===== config.mk =====
export PLATFORM = sky130hd
export DESIGN_NAME = multicycle_controller
export DESIGN_NICKNAME = d
export VERILOG_FILES = /design/src/rtl/multicycle_controller.sv
export SDC_FILE = /design/constraint.sdc
export NUM_CORES = 1
export LEC_CHECK = 0
export CAP_MARGIN = 20
export CORE_MARGIN = 5
export CORE_UTILIZATION = 30
export DETAILED_ROUTE_END_ITERATION = 6
export GPL_TIMING_DRIVEN = 0
export PLACE_DENSITY = 0.61
export SLEW_MARGIN = 20
export SYNTH_ARGS = -nofsm -noshare
export SYNTH_HDL_FRONTEND = slang
export SYNTH_SLANG_ARGS = --single-unit

===== constraint.sdc =====
create_clock -name clk -period 4.35 [get_ports clk]
set_input_delay 1.305 -clock clk [delete_from_list [all_inputs] [get_ports clk]]
set_output_delay 1.305 -clock clk [all_outputs]
set_load 0.005 [all_outputs]

===== src/rtl/multicycle_controller.sv =====
// multicycle_controller: multi-cycle FSM sequencing fetch, decode, execute, memory and writeback
// with a shared ready-wait timeout that traps on a stalled memory.
module multicycle_controller #(
  parameter int MEM_TIMEOUT = 15
) (
  input  logic        clk,
  input  logic        rst_n,
  input  logic [15:0] instr,
  output logic        imem_req,
  input  logic        imem_ready,
  output logic        dmem_req,
  output logic        dmem_we,
  input  logic        dmem_ready,
  input  logic        zero_flag,
  output logic        ir_write,
  output logic [1:0]  ImmSrc,
  output logic [2:0]  alu_op,
  output logic        alu_src_imm,
  output logic        reg_write,
  output logic [1:0]  wb_sel,
  output logic        pc_write,
  output logic [1:0]  pc_src,
  output logic        halted,
  output logic        trap,
  output logic [2:0]  state_o
);
  typedef enum logic [2:0] {FETCH, DECODE, EXEC, MEM, WB, HALT, TRAP} state_t;
  localparam int CW = $clog2(MEM_TIMEOUT + 1);
  state_t state, nxt;
  logic [CW-1:0] cnt;
  logic [3:0] op, opm1;
  logic is_nop, is_alu, is_shift, is_ldi, is_ld, is_st, is_beq, is_jmp, is_halt, is_ill;
  logic waiting, timeout, in_exec, unused_bits;
  assign op          = instr[15:12];
  assign opm1        = op - 4'd1;
  assign unused_bits = ^instr[11:0];
  assign is_nop      = op == 4'h0;
  assign is_alu      = op >= 4'h1 && op <= 4'h6;
  assign is_shift    = op == 4'h5 || op == 4'h6;
  assign is_ldi      = op == 4'h7;
  assign is_ld       = op == 4'h8;
  assign is_st       = op == 4'h9;
  assign is_beq      = op == 4'hA;
  assign is_jmp      = op == 4'hB;
  assign is_halt     = op == 4'hF;
  assign is_ill      = op >= 4'hC && op <= 4'hE;
  // One counter serves both fetch and data waits; ready on the last allowed cycle still wins.
  assign waiting = (state == FETCH && !imem_ready) || (state == MEM && !dmem_ready);
  assign timeout = waiting && cnt == CW'(MEM_TIMEOUT - 1);
  always_comb begin
    nxt = state;
    case (state)
      FETCH:   nxt = imem_ready ? DECODE : timeout ? TRAP : FETCH;
      DECODE:  nxt = is_ill ? TRAP : is_halt ? HALT : is_nop ? FETCH : EXEC;
      EXEC:    nxt = (is_ld || is_st) ? MEM : (is_beq || is_jmp) ? FETCH : WB;
      MEM:     nxt = dmem_ready ? (is_st ? FETCH : WB) : timeout ? TRAP : MEM;
      WB:      nxt = FETCH;
      default: nxt = state;
    endcase
  end
  always_ff @(posedge clk or negedge rst_n)
    if (!rst_n) begin
      state <= FETCH;
      cnt   <= '0;
    end else begin
      state <= nxt;
      cnt   <= (waiting && !timeout) ? cnt + 1'b1 : '0;
    end
  // Reset parks the FSM in FETCH, so only the FETCH-driven strobes need gating with rst_n.
  assign in_exec     = state == EXEC;
  assign imem_req    = rst_n && state == FETCH;
  assign ir_write    = imem_req && imem_ready;
  assign pc_write    = ir_write || (in_exec && (is_jmp || (is_beq && zero_flag)));
  assign pc_src      = (in_exec && is_beq) ? 2'b01 : (in_exec && is_jmp) ? 2'b10 : 2'b00;
  assign dmem_req    = state == MEM;
  assign dmem_we     = dmem_req && is_st;
  assign reg_write   = state == WB;
  assign wb_sel      = !reg_write ? 2'b00 : is_ld ? 2'b01 : is_ldi ? 2'b10 : 2'b00;
  assign alu_op      = !in_exec ? 3'b000 : is_alu ? opm1[2:0] : is_ldi ? 3'b110 : is_beq ? 3'b001 : 3'b000;
  assign alu_src_imm = in_exec && (is_shift || is_ldi || is_ld || is_st);
  assign ImmSrc      = !(state inside {DECODE, EXEC, MEM, WB}) ? 2'b00 :
                       (is_ld || is_st || is_beq) ? 2'b01 : is_shift ? 2'b10 : 2'b00;
  assign halted      = state == HALT;
  assign trap        = state == TRAP;
  assign state_o     = state;
endmodule


==> results.yml <==
run_status:
  status: "complete, no violations"
layout:
  mostFrequentLayoutCell: "clkdlybuf4s50_1"
  final_cell_mix: "clkdlybuf4s50_1 (24), nor2_1 (7), ha_1 (7), dfrtp_1 (7), buf_2 (5)"
  antennaDiodeCount: 0
  syn_to_final_growth_pct: 45.8
  final_cell_area_mm2: 0.00121
  nFillCells: 280
  final_net_count: 164
  drive_gt1_share_pct: 17.8
  final_cells: 166
sta:
  hold_violations: 0
  min_period_ps: 4280
  fin_crit_sh_pct: 98.4
  fmax_ghz: 0.234
  fin_ws_ps: 70.2
  drv_slew: 0
  skew_ps: 1.78
  setup_viol: 0
  worst_pin_slew_ps: 475
  slew_headroom_pct: 68.2
detailed_routing:
  drt-wirelength-per-cell_um: 14.4
  first_pass_iters: 4
  drt-initial-drc-count: 24
  avgViaCountPerCell: 5.42
  drt_wl_total_mm: 2.39
  ant_nets: 0
  drcViolationCount: 0
  vias: 899
critical_path:
  worstSetupPathType: "primary input to output pin"
  cp_max_fo: 7
  startpoint_type: "primary input"
  worstPathRequired_ps: 3040
  worst_ep_arrival_time_ps: 2970
  cp-end-kind: "output pin"
  rr_worst_depth: 3
placed_design:
  place_area_mm2: 0.00116
  placedCellCount: 162
  port_buffers: 29
  pre_cts_ws_ps: -551
  hpwl_mm: 1.85
  gp_congestion: 0.827
power:
  p_switching_uw: 46.4
  ir_drop_v: 0.000142
  p_comb_share_pct: 26.6
  p_int_uw: 121
  swShare_pct: 27.7
  clockPowerShare_pct: 33.6
  power.density_mw_per_mm2: 138
  p_leak_nw: 0.480
  pwr-share-seq_pct: 39.7
clock_network:
  cts.sinks: 7
  root_buffer: "clkbuf_4"
  clk_pin_slew_ps: 50
  htree_levels: 1
  cts.path.max_buffers: 2
  cts_tree: "done"
  clkLatencyLatePin_ps: 240
  numCtsBuffers: 3
  cts_setup_buffers: 0
yosys:
  syn-num-nets: 130
  avgSynthCellArea_um2: 8.17
  yosysUniqueCellTypes: 45
  ys_seq_area_share_pct: 21.0
  synth_seq_cells: 7
  synth_area_um2: 833
  postSynthCellCount: 102
  yosys_warnings: 0
global_route:
  grt_pass1_wl_mm: 3.91
  grt.total_usage_pct: 11.8
  gr-total-overflow: 0
  antenna_found_initial: 0
  grt_max_degree: 11
  grt_pass1_vias: 868
floorplan:
  coreArea_mm2: 0.00271
  die_x_um: 62.7
  fp-row-count: 19
  initial_core_util_pct: 30.7
  num_io_pins: 42
  die_y_um: 62.7
  dieArea_mm2: 0.00393
hold_path:
  whs_path_depth: 1
  hp-class: "flip-flop to flip-flop"
flow_run:
  cap_violations: 0
## registers in the layout, indices dropped and copies added, names as in the netlist
name / flops
state_o: 3
cnt: 4
## per-stage QoR
step           TNS, ps  total power [mW]  utilization, %  hold WS, ps
2_1_floorplan        0            0.0898               -          454
4_1_cts              0             0.169            44.2          498
5_1_grt          -6.27             0.177            44.8          516
3_3_place_gp     -2250             0.108            42.9          477
6_report             0             0.167            44.8          492
3_5_place_dp     -2390             0.109            42.9          491
## cells by family after synthesis
kind of cell,after synthesis,synth area share [%]
AOI/OAI and AO/OA,24,23.1
xor gates and xnor gates,2,2.10
adders and majority gates,7,10.5
buffers and inverters,13,7.21
DFF,7,21.0
and+or+nand+nor,49,36.0
## worst max-delay path, stage by stage
cell             delay, ps
clkdlybuf4s50_1        520
nor2b_2                350
nand2_1                120
nor3_1                 150
clkdlybuf4s50_1        530
## per-layer routing
layer  wire [um]  vias up  global-route usage [%]
met4           0        0                    2.39
met5           0        -                       0
met1        1120      427                    14.8
met2        1170       26                    20.7
met3         112        0                    2.52
li1            -      446                       -
## final timing paths
path | start | endpoint | slack, ps
worst min-delay path | cnt[0] | cnt[0] | 490
min in group asynchronous | rst_n | state_o[0] | 1020
worst max-delay path | instr[15] | pc_src[1] | 70
worst max register to register | state_o[2] | state_o[1] | 2960
max in group asynchronous | rst_n | cnt[1] | 3090
worst min register to register | cnt[0] | cnt[0] | 490
## Yosys cell counts
cell type,n,area share [%]
nand3b_1,3,2.7
nor4_1,1,0.75
a31oi_1,2,1.5
a41oi_2,1,2.0
xor2_1,1,1.1
o21ai_0,3,1.8
a21oi_1,2,1.2
o221ai_1,1,1.1
and2_1,3,2.3
nor3b_2,1,1.5
a2111oi_0,1,1.1
dfrtp_1,7,21
and3_1,4,3.0
nor2_1,7,3.2
o21bai_1,1,0.90
buf_2,5,3.0
nor2b_1,3,2.3
or3b_2,1,1.1
and4b_1,1,1.2
clkbuf_2,1,0.60
nand4_1,2,1.5
o22ai_1,1,0.75
inv_1,6,2.7
a311o_1,2,2.4
o31ai_1,1,0.90
nor3b_1,5,4.5
buf_4,1,0.90
ha_1,7,11
a21boi_0,1,0.90
a2111o_1,1,1.4
o211ai_1,1,0.90
and3b_1,1,1.1
or2_1,1,0.75
nand3_1,3,1.8
a211oi_1,1,0.90
o21a_1,1,0.90
nor3_1,4,2.4
o221a_2,1,1.4
nand2_1,4,1.8
o31a_1,2,2.1
o21ba_2,1,1.2
nand2b_1,2,1.5
nor4b_1,2,2.1
xnor2_1,1,1.1
or3_1,1,0.75
## power groups by stage
stage	clock, mW	sequential (mW)	combinational (mW)
6_report	0.0563	0.0665	0.0446
5_1_grt	0.0621	0.0666	0.0486
4_1_cts	0.0598	0.0665	0.0423
3_5_place_dp	0	0.0676	0.0414
3_3_place_gp	0	0.0675	0.0409
2_1_floorplan	0	0.0675	0.0224
## repair_timing
action,CTS,global route
hold buffers,0,0
pin swaps,0,0
setup endpoints to repair,10,3
gates resized for setup,19,6
## final cells by class
cell class / count / area [um2] / area share, %
buffer: 7 / 48.8 / 4.02
clock buffer: 4 / 26.3 / 2.16
inverter: 6 / 22.5 / 1.85
multi-input combinational: 82 / 619 / 51.0
sequential: 7 / 175 / 14.4
tap: 31 / 38.8 / 3.19
timing repair buffer: 29 / 284 / 23.4
(Power assumes the default switching activity.)
